==> src/rtl/defuzz_centroid_pkg.sv <==
// Shared fuzzy-datapath package.
// Holds the Q-format constants, the mu/singleton widths shared with the
// membership evaluator, the defuzzifier state encoding, and the
// sign/clamp helper used when a quotient becomes a crisp output.
package defuzz_centroid_pkg;

  // Rule strength (Q1.15 unsigned) and singleton (signed Q7.0) widths
  localparam int MU_W = 16;
  localparam int S_W  = 8;
  localparam int Y_W  = 8;
  localparam int Q_W  = 8;   // divider quotient width

  localparam logic [MU_W-1:0] Q15_ONE = 16'h7FFF;
  localparam int Y_MIN = -128;
  localparam int Y_MAX = 127;

  typedef enum logic [1:0] {
    ST_ACC = 2'd0,
    ST_DIV = 2'd1,
    ST_OUT = 2'd2
  } dfz_state_e;

  // Apply the stream sign to an unsigned quotient magnitude and clamp the
  // result into the signed Q7.0 output range. Only +128 actually needs it.
  function automatic logic [Y_W-1:0] apply_sign_clamp(input logic neg,
                                                      input logic [Q_W-1:0] mag);
    logic signed [Q_W+1:0] v;
    v = $signed({2'b00, mag});
    if (neg) v = -v;
    if (v > $signed((Q_W+2)'(Y_MAX)))      v = $signed((Q_W+2)'(Y_MAX));
    else if (v < $signed((Q_W+2)'(Y_MIN))) v = $signed((Q_W+2)'(Y_MIN));
    return v[Y_W-1:0];
  endfunction

endpackage

==> src/rtl/defuzz_centroid_div.sv <==
// defuzz_div_serial: unsigned restoring divider producing an 8-bit quotient,
// one quotient bit per cycle from the MSB down.
// Ports:
//   clk, rst       clock, asynchronous active-high reset
//   start          load num/den and begin (ignored fields otherwise)
//   num, den       unsigned numerator / denominator
//   busy           iteration in progress
//   done           high in the cycle of the final iteration (bit 0)
//   quot           quotient including the current iteration's bit; complete
//                  when done is high
module defuzz_div_serial
  import defuzz_centroid_pkg::*;
#(
  parameter int NUM_W = 28,
  parameter int DEN_W = 20
) (
  input  logic             clk,
  input  logic             rst,
  input  logic             start,
  input  logic [NUM_W-1:0] num,
  input  logic [DEN_W-1:0] den,
  output logic             busy,
  output logic             done,
  output logic [Q_W-1:0]   quot
);

  localparam int IDX_W = $clog2(Q_W);
  // Comparison width must hold both the remainder and den << (Q_W-1)
  localparam int CMP_W = (NUM_W > DEN_W + Q_W) ? NUM_W : DEN_W + Q_W;

  logic [NUM_W-1:0] rem_q, rem_d;
  logic [DEN_W-1:0] den_q, den_d;
  logic [Q_W-1:0]   quot_q, quot_d;
  logic [IDX_W-1:0] idx_q, idx_d;
  logic             busy_q, busy_d;

  logic [CMP_W-1:0] shifted;
  logic             take;
  logic [NUM_W-1:0] rem_step;
  logic [Q_W-1:0]   quot_step;

  always_comb begin
    shifted   = CMP_W'(den_q) << idx_q;
    take      = CMP_W'(rem_q) >= shifted;
    // shifted never exceeds rem_q when take is set, so truncation is safe
    rem_step  = take ? (rem_q - NUM_W'(shifted)) : rem_q;
    quot_step = quot_q | (take ? (Q_W'(1) << idx_q) : '0);
  end

  always_comb begin
    rem_d  = rem_q;
    den_d  = den_q;
    quot_d = quot_q;
    idx_d  = idx_q;
    busy_d = busy_q;
    if (start) begin
      rem_d  = num;
      den_d  = den;
      quot_d = '0;
      idx_d  = IDX_W'(Q_W - 1);
      busy_d = 1'b1;
    end else if (busy_q) begin
      rem_d  = rem_step;
      quot_d = quot_step;
      idx_d  = idx_q - 1'b1;
      if (idx_q == '0) busy_d = 1'b0;
    end
  end

  always_ff @(posedge clk or posedge rst) begin
    if (rst) begin
      rem_q  <= '0;
      den_q  <= '0;
      quot_q <= '0;
      idx_q  <= '0;
      busy_q <= 1'b0;
    end else begin
      rem_q  <= rem_d;
      den_q  <= den_d;
      quot_q <= quot_d;
      idx_q  <= idx_d;
      busy_q <= busy_d;
    end
  end

  assign busy = busy_q;
  assign done = busy_q && (idx_q == '0);
  assign quot = quot_step;

endmodule

==> src/rtl/defuzz_centroid.sv <==
// defuzz_centroid: centroid defuzzifier. Accumulates (mu, s) beats of one
// stream, then returns sum(mu*s)/sum(mu) truncated toward zero as signed Q7.0.
// Ports:
//   clk, rst                        clock, asynchronous active-high reset
//   in_valid/in_ready               input beat handshake (ready iff ACC)
//   in_mu, in_s, in_last            strength, singleton, end-of-stream
//   out_valid/out_ready             result handshake (held until accepted)
//   out_y, out_zero_w, out_ovf      crisp output, zero-weight and overflow flags
module defuzz_centroid
  import defuzz_centroid_pkg::*;
#(
  parameter int MAX_RULES = 8
) (
  input  logic            clk,
  input  logic            rst,
  input  logic            in_valid,
  output logic            in_ready,
  input  logic [MU_W-1:0] in_mu,
  input  logic [S_W-1:0]  in_s,
  input  logic            in_last,
  output logic            out_valid,
  input  logic            out_ready,
  output logic [Y_W-1:0]  out_y,
  output logic            out_zero_w,
  output logic            out_ovf
);

  localparam int CW    = $clog2(MAX_RULES + 1);
  localparam int SW_W  = MU_W + CW;        // sum of weights
  localparam int SWS_W = MU_W + S_W + CW;  // signed weighted sum

  dfz_state_e              state_q, state_d;
  logic [SW_W-1:0]         sum_w_q, sum_w_d;
  logic signed [SWS_W-1:0] sum_ws_q, sum_ws_d;
  logic [CW-1:0]           beat_cnt_q, beat_cnt_d;
  logic                    ovf_q, ovf_d;
  logic                    neg_q, neg_d;
  logic [Y_W-1:0]          out_y_q, out_y_d;
  logic                    out_zero_w_q, out_zero_w_d;
  logic                    out_ovf_q, out_ovf_d;

  logic                      accept;
  logic                      acc_en;
  logic signed [MU_W+S_W:0]  prod;
  logic [SW_W-1:0]           acc_w;
  logic signed [SWS_W-1:0]   acc_ws;
  logic [SWS_W-1:0]          mag;

  logic           div_start;
  logic           div_busy;
  logic           div_done;
  logic [Q_W-1:0] div_quot;

  assign accept = (state_q == ST_ACC) && in_valid;
  // Beats past MAX_RULES are swallowed without touching the sums
  assign acc_en = beat_cnt_q < CW'(MAX_RULES);
  // mu is zero-extended so a stray bit 15 still counts as a positive weight
  assign prod   = $signed({1'b0, in_mu}) * $signed(in_s);
  assign acc_w  = acc_en ? (sum_w_q + SW_W'(in_mu)) : sum_w_q;
  assign acc_ws = acc_en ? (sum_ws_q + SWS_W'(prod)) : sum_ws_q;
  assign mag    = acc_ws[SWS_W-1] ? SWS_W'(-acc_ws) : SWS_W'(acc_ws);

  always_comb begin
    state_d      = state_q;
    sum_w_d      = sum_w_q;
    sum_ws_d     = sum_ws_q;
    beat_cnt_d   = beat_cnt_q;
    ovf_d        = ovf_q;
    neg_d        = neg_q;
    out_y_d      = out_y_q;
    out_zero_w_d = out_zero_w_q;
    out_ovf_d    = out_ovf_q;
    div_start    = 1'b0;

    case (state_q)
      ST_ACC: begin
        if (accept) begin
          sum_w_d  = acc_w;
          sum_ws_d = acc_ws;
          if (acc_en) beat_cnt_d = beat_cnt_q + 1'b1;
          else        ovf_d      = 1'b1;
          if (in_last) begin
            if (acc_w == '0) begin
              state_d      = ST_OUT;
              out_y_d      = '0;
              out_zero_w_d = 1'b1;
              out_ovf_d    = ovf_d;
            end else begin
              // Divider loads the sums including this last beat
              state_d   = ST_DIV;
              div_start = 1'b1;
              neg_d     = acc_ws[SWS_W-1];
            end
          end
        end
      end
      ST_DIV: begin
        if (div_busy && div_done) begin
          state_d      = ST_OUT;
          out_y_d      = apply_sign_clamp(neg_q, div_quot);
          out_zero_w_d = 1'b0;
          out_ovf_d    = ovf_q;
        end
      end
      ST_OUT: begin
        if (out_ready) begin
          state_d    = ST_ACC;
          sum_w_d    = '0;
          sum_ws_d   = '0;
          beat_cnt_d = '0;
          ovf_d      = 1'b0;
        end
      end
      default: state_d = ST_ACC;
    endcase
  end

  always_ff @(posedge clk or posedge rst) begin
    if (rst) begin
      state_q      <= ST_ACC;
      sum_w_q      <= '0;
      sum_ws_q     <= '0;
      beat_cnt_q   <= '0;
      ovf_q        <= 1'b0;
      neg_q        <= 1'b0;
      out_y_q      <= '0;
      out_zero_w_q <= 1'b0;
      out_ovf_q    <= 1'b0;
    end else begin
      state_q      <= state_d;
      sum_w_q      <= sum_w_d;
      sum_ws_q     <= sum_ws_d;
      beat_cnt_q   <= beat_cnt_d;
      ovf_q        <= ovf_d;
      neg_q        <= neg_d;
      out_y_q      <= out_y_d;
      out_zero_w_q <= out_zero_w_d;
      out_ovf_q    <= out_ovf_d;
    end
  end

  defuzz_div_serial #(
    .NUM_W(SWS_W),
    .DEN_W(SW_W)
  ) u_div (
    .clk  (clk),
    .rst  (rst),
    .start(div_start),
    .num  (mag),
    .den  (acc_w),
    .busy (div_busy),
    .done (div_done),
    .quot (div_quot)
  );

  assign in_ready   = (state_q == ST_ACC);
  assign out_valid  = (state_q == ST_OUT);
  assign out_y      = out_y_q;
  assign out_zero_w = out_zero_w_q;
  assign out_ovf    = out_ovf_q;

endmodule

==> config.mk <==
export PLATFORM = sky130hd
export DESIGN_NAME = defuzz_centroid
export DESIGN_NICKNAME = d
export VERILOG_FILES = /design/src/rtl/defuzz_centroid_pkg.sv /design/src/rtl/defuzz_centroid_div.sv /design/src/rtl/defuzz_centroid.sv
export SDC_FILE = /design/constraint.sdc
export NUM_CORES = 1
export LEC_CHECK = 0
export CAP_MARGIN = 25
export CORE_ASPECT_RATIO = 1.4
export CORE_MARGIN = 2
export CORE_UTILIZATION = 69
export DETAILED_ROUTE_END_ITERATION = 10
export PLACE_DENSITY = 0.88
export SLEW_MARGIN = 20
export SYNTH_ARGS = -nofsm -noshare
export SYNTH_HDL_FRONTEND = slang
export SYNTH_SLANG_ARGS = --single-unit
==> constraint.sdc <==
create_clock -name clk -period 11.9 [get_ports clk]
set_input_delay 1.785 -clock clk [delete_from_list [all_inputs] [get_ports clk]]
set_output_delay 1.785 -clock clk [all_outputs]
set_load 0.01 [all_outputs]
==> Yosys cells after proc, flatten, opt, wreduce, memory -nomap -nowiden <==
Cells that the tools add are included.
{ "classes": {"add_sub_neg": 7, "multipliers": 1, "magnitude_cmp": 4, "eq_ne": 8, "shifts": 2, "mux": 58, "bitwise": 2, "n_reduce_logical": 16} }
{ "ops": {"columns": ["op", "n"], "rows": [
  ["$mux W28", 7],
  ["$mux W8", 9],
  ["$mux W20", 3],
  ["$pmux W28 S2", 1],
  ["$pmux W20 S2", 1],
  ["$mux W10", 3],
  ["$add A28 B25 Y28", 1],
  ["$ge A28 B28 Y1", 1],
  ["$neg A28 Y28", 1],
  ["$shl A20 B3 Y28", 1],
  ["$sub A28 B28 Y28", 1],
  ["$mul A17 B8 Y25", 1],
  ["$add A20 B16 Y20", 1],
  ["$logic_not A20 Y1", 1],
  ["$mux W1", 18],
  ["$pmux W8 S2", 1],
  ["$mux W4", 3],
  ["$reduce_and A4 Y1", 3],
  ["$gt A10 B8 Y1 const B", 1],
  ["$lt A10 B8 Y1 const B", 1],
  ["$mux W2", 5],
  ["$ne A2 B1 Y1 const B", 5],
  ["$neg A8 Y10", 1],
  ["$or A8 B8 Y8", 1],
  ["19 further kinds", 27]
]} }
{ "word_totals": {"reg_bits": 126, "input_bits": 29, "output_inout_bits": 12} }

==> Longest topological paths before layout <==
{ "logic_depth": {"depth_word": 13, "ltp_mapped": 25} }

==> By module <==
From an unflattened synthesis, not the netlist that was laid out.
{ "unflattened": {"cells_unflattened": 1679, "hier_area_um2": 14990.6} }
{ "modules_own_cells": {"columns": ["mod", "instances", "cells_per_inst", "area_per_inst_um2", "seq_area_each_um2"], "rows": [
  ["defuzz_centroid", 1, 1155, 10058.4, 1651.6],
  ["defuzz_div_serial", 1, 524, 4932.2, 1501.4]
]} }

==> Least setup slack after synthesis <==
OpenSTA, ideal clock, no wires.
{ "synth_timing": {"kind": "input port to flip-flop", "start": "input in_s[7]", "end": "register u_div.rem_q[27]", "setup_ns": 0.076, "t_arrival_ns": 7.403, "required_ns": 11.824, "setup_slack_ns": 4.420, "stages": 21, "n_path_buf": 2, "cell_sequence": "inv_1 buf_1 nor2_1 fa_1 fa_1 fa_1 fa_1 ha_1 ha_1 clkbuf_1 o21ai_0 a211oi_1 a21oi_1 a2111oi_1 a221oi_1 a211oi_1 nand3_1 nor2_1 o211ai_1 or4b_1 o21ai_1"} }
{ "synth_via": {"elab_chain_len": 6} }
{ "synth_lines": {"columns": ["item", "line", "source"], "rows": [
  ["start, declared", "defuzz_centroid.sv:19", "input logic [S_W-1:0] in_s,"],
  ["$mul A17 B8 Y25 (*)", "defuzz_centroid.sv:58", "assign prod = $signed({1'b0, in_mu}) * $signed(in_s);"],
  ["$add A28 B25 Y28 (*)", "defuzz_centroid.sv:60", "assign acc_ws = acc_en ? (sum_ws_q + SWS_W'(prod)) : sum_ws_q;"],
  ["$mux W28 (*)", "defuzz_centroid.sv:60", null],
  ["$neg A28 Y28", "defuzz_centroid.sv:61", "assign mag = acc_ws[SWS_W-1] ? SWS_W'(-acc_ws) : SWS_W'(acc_ws);"],
  ["$mux W28 (*)", "defuzz_centroid.sv:61", null],
  ["$mux W28 (*)", "defuzz_centroid_div.sv:56", "if (start) begin"],
  ["end signal, assigned", "defuzz_centroid_div.sv:78", "rem_q <= rem_d;"],
  ["end, declared", "defuzz_centroid_div.sv:31", "logic [NUM_W-1:0] rem_q, rem_d;"]
]} }
Mark *: on every way between the ends. The rest lies on a longest branch, timed or not.
A chain may end at the register's enable or synchronous reset.

==> Worst setup path after layout <==
{ "layout_timing": {"start": "input in_s[7]", "end": "register u_div.rem_q[10]"} }
Same word-level chain as after synthesis.

==> out/qor.txt <==
RSZ-0062 raised after global routing: false
Detail Route Antenna Nets: 0
Critical path class: input port to flop
Slowest CP cell: clkdlybuf4s50_1
Crit-path most repeated cell: fa_1
H-Tree Depth: 4
Vias in the first global route: 13100
Synth warn: 0
Die area: 22400 sq um
Max-cap viol count: 0
Crit path buf inv count: 4
Final slew viol count: 0
Port bufs: 40
Worst-skew pair later-pin latency: 440 ps
Hold Startpoint: out_ovf$_DFFE_PP0P_
Slew margin rel.: 0.422
Max Clock Freq: 110 MHz
Post-Synthesis Cells: 1684
Fin crit share: 0.763
Cell family with most CP delay: adder cells
Clock skew: 14.0 ps
Final nets: 1945
Postcts setup bufs: 0
Reg2reg start: sum_ws_q[6]$_DFFE_PP0P_
Synth Cell Area: 14700 sq um
Syn Area/Cell: 8.70 sq um
Post-DP HPWL: 29500 um
Final setup viols: 0
Least-Margin Pin Slew: 845 ps
Core area: 21000 sq um
CTS max path bufs: 2
WL/cell: 20.1 um
Root buffer cell: clkbuf_16
Yosys reg bits: 126
CP Max Fanout: 19
# diodes: 0
Post-CTS resize count: 0
Unique cell type count in the Yosys netlist: 80
Share of post-route cells with drive strength above 1: 0.0514
Fin Setup TNS: 0 ps
Vias per cell: 6.62
Gr ovfl total: 0
GP Congestion: 0.942
Drt pass-1 iters: 7
Starting DRT DRC Count: 1265
CTS tree: built
Clock-pin slew on the worst setup and hold paths: 60 ps
Initial Util: 0.696
Global-route wire length before repair: 64300 um
Crit path cell chain: clkdlybuf4s50_1 > inv_1 > fa_1 > inv_1 > fa_1 > fa_1 > fa_1 > fa_1 > ha_1 > o211ai_1 > o211ai_1 > a2111oi_0 > nor4_1 > a211oi_1 > a211oi_1 > a21oi_1 > xor2_2 > buf_6 > nor2_1 > xnor2_1 > o21ai_0
Die width: 127 um
Hold Path Class: flop to flop
Sinks on Clock Net: 126
Synthesized net count: 1950
Startpoint types: input port
Outcome: completed
Die Span Y: 176 um
Total number of vias: 12900
FP Rows: 63
CTS hold repair buffers: 0
Initial antenna violation count: 0
Ys async rst share: 1.00
Crit. End Element: flop
Post-synth EDFFs: 0
Drt drc: 0
Area grow syn2layout: 7.72%
CP Launch Point: in_s[7]
Top_reg_cell synth: dfrtp_1
Post-synthesis sequential area ratio: 0.215
Hold violation total from the final report: 0
Fin crit period: 9080 ps
Critical Path AT: 9350 ps
Crit path required time: 12170 ps
I/O pin cnt: 41
Routed WL: 39200 um
Gr usage total: 0.360
Pin count of the biggest net entering global routing: 90
Max stage delay on crit path: 850 ps
CTS Buf Count: 17
-- cell usage in the layout, fill, tap and decap left out, drive strengths merged, types with 40 or more instances in the layout --
cell,instances
a21oi,98
and2,79
clkdlybuf4s50,40
dfrtp,126
fa,110
ha,127
inv,130
mux2i,41
nand2,209
nor2,93
o21ai,142
xor2,41
-- metrics by stage --
step / utilization / setup WS [ps] / hold slack, ps / cell area [sq um] / cells
finish: 0.750 / 2820 / 488 / 15800 / 1952
global placement: 0.719 / 2500 / 461 / 15100 / 1918
global route: 0.750 / 2510 / 512 / 15800 / 1952
CTS: 0.750 / 2950 / 486 / 15800 / 1951
floorplan: - / 4420 / 450 / 14700 / 1684
detailed placement: 0.719 / 2570 / 471 / 15100 / 1919
-- cell type report --
type,count,area (sq um)
Tap cell,260,325
Clock inverter,14,208
Timing Repair Buffer,53,509
Clock buffer,18,429
Inverter,127,479
Multi-Input combinational cell,1354,10700
Sequential cell,126,3150
Fill cell,1447,5260
-- kinds of logic (layout without fill, tap and decap cells) --
logic type	Yosys count	count (layout)	synth area share
AOI/OAI and AO/OA	450	450	0.197
xor gates and xnor gates	75	75	0.0448
adders and majority gates	237	237	0.259
buffers and inverters	204	212	0.0566
DFF	126	126	0.215
muxes	66	66	0.0564
and+or+nand+nor	526	526	0.172
-- state kept, by name, summed over array words and instances, names as in the netlist --
register      count
beat_cnt_q        4
neg_q             1
out_ovf           1
out_y             8
out_zero_w        1
ovf_q             1
state_q           2
sum_w_q          20
sum_ws_q         28
u_div.busy        1
u_div.den_q      20
u_div.idx_q       3
u_div.quot_q      8
u_div.rem_q      28
-- worst min-delay path, cell delays in order, from the launching register on --
cell	delay, ps
dfrtp_1	340
nand2_1	50
o21ai_0	60
-- worst paths after layout --
check	end	slack [ps]	depth (start not counted)
max	u_div.rem_q[10]$_DFFE_PP0P_	2820	21
min	out_ovf$_DFFE_PP0P_	490	2
max reg2reg	u_div.rem_q[10]$_DFFE_PP0P_	5110	22
min reg2reg	out_ovf$_DFFE_PP0P_	490	2
max in group asynchronous	beat_cnt_q[3]$_DFFE_PP0P_	8650	3
min in group asynchronous	u_div.rem_q[27]$_DFFE_PP0P_	1860	2
-- synth_stat cells, drive strengths merged, types with 7 or more instances --
master / n / area (sq um)
o21ai: 142 / 711
o21a: 13 / 97.6
and2: 79 / 497
mux4: 12 / 270
clkbuf: 49 / 186
ha: 127 / 1590
a2111oi: 7 / 68.8
nand4: 15 / 93.8
buf: 28 / 166
mux2: 13 / 146
o31ai: 9 / 72.6
nand2: 209 / 785
a21o: 39 / 293
a211oi: 19 / 148
nor2: 93 / 349
dfrtp: 126 / 3150
a31oi: 16 / 100
nand3: 15 / 75.1
nand2b: 12 / 75.1
a21oi: 98 / 490
mux2i: 41 / 410
nor4: 7 / 43.8
xor2: 41 / 359
a21boi: 7 / 52.6
inv: 126 / 473
or3: 9 / 56.3
fa: 110 / 2200
nor2b: 20 / 125
o211ai: 26 / 195
a22o: 14 / 123
and3: 9 / 56.3
nor3: 33 / 165
xnor2: 34 / 298
-- routing by layer --
layer | vias to the layer above | global-route usage | routed length (um)
met5 | - | 0 | 0
met4 | 0 | 0.210 | 2300
met3 | 185 | 0.0606 | 2440
met2 | 574 | 0.621 | 19600
met1 | 6268 | 0.422 | 14900
li1 | 5895 | - | -
Power is not shown: default switching activity piles up to over one toggle a cycle in this logic, so the estimate is an artifact.
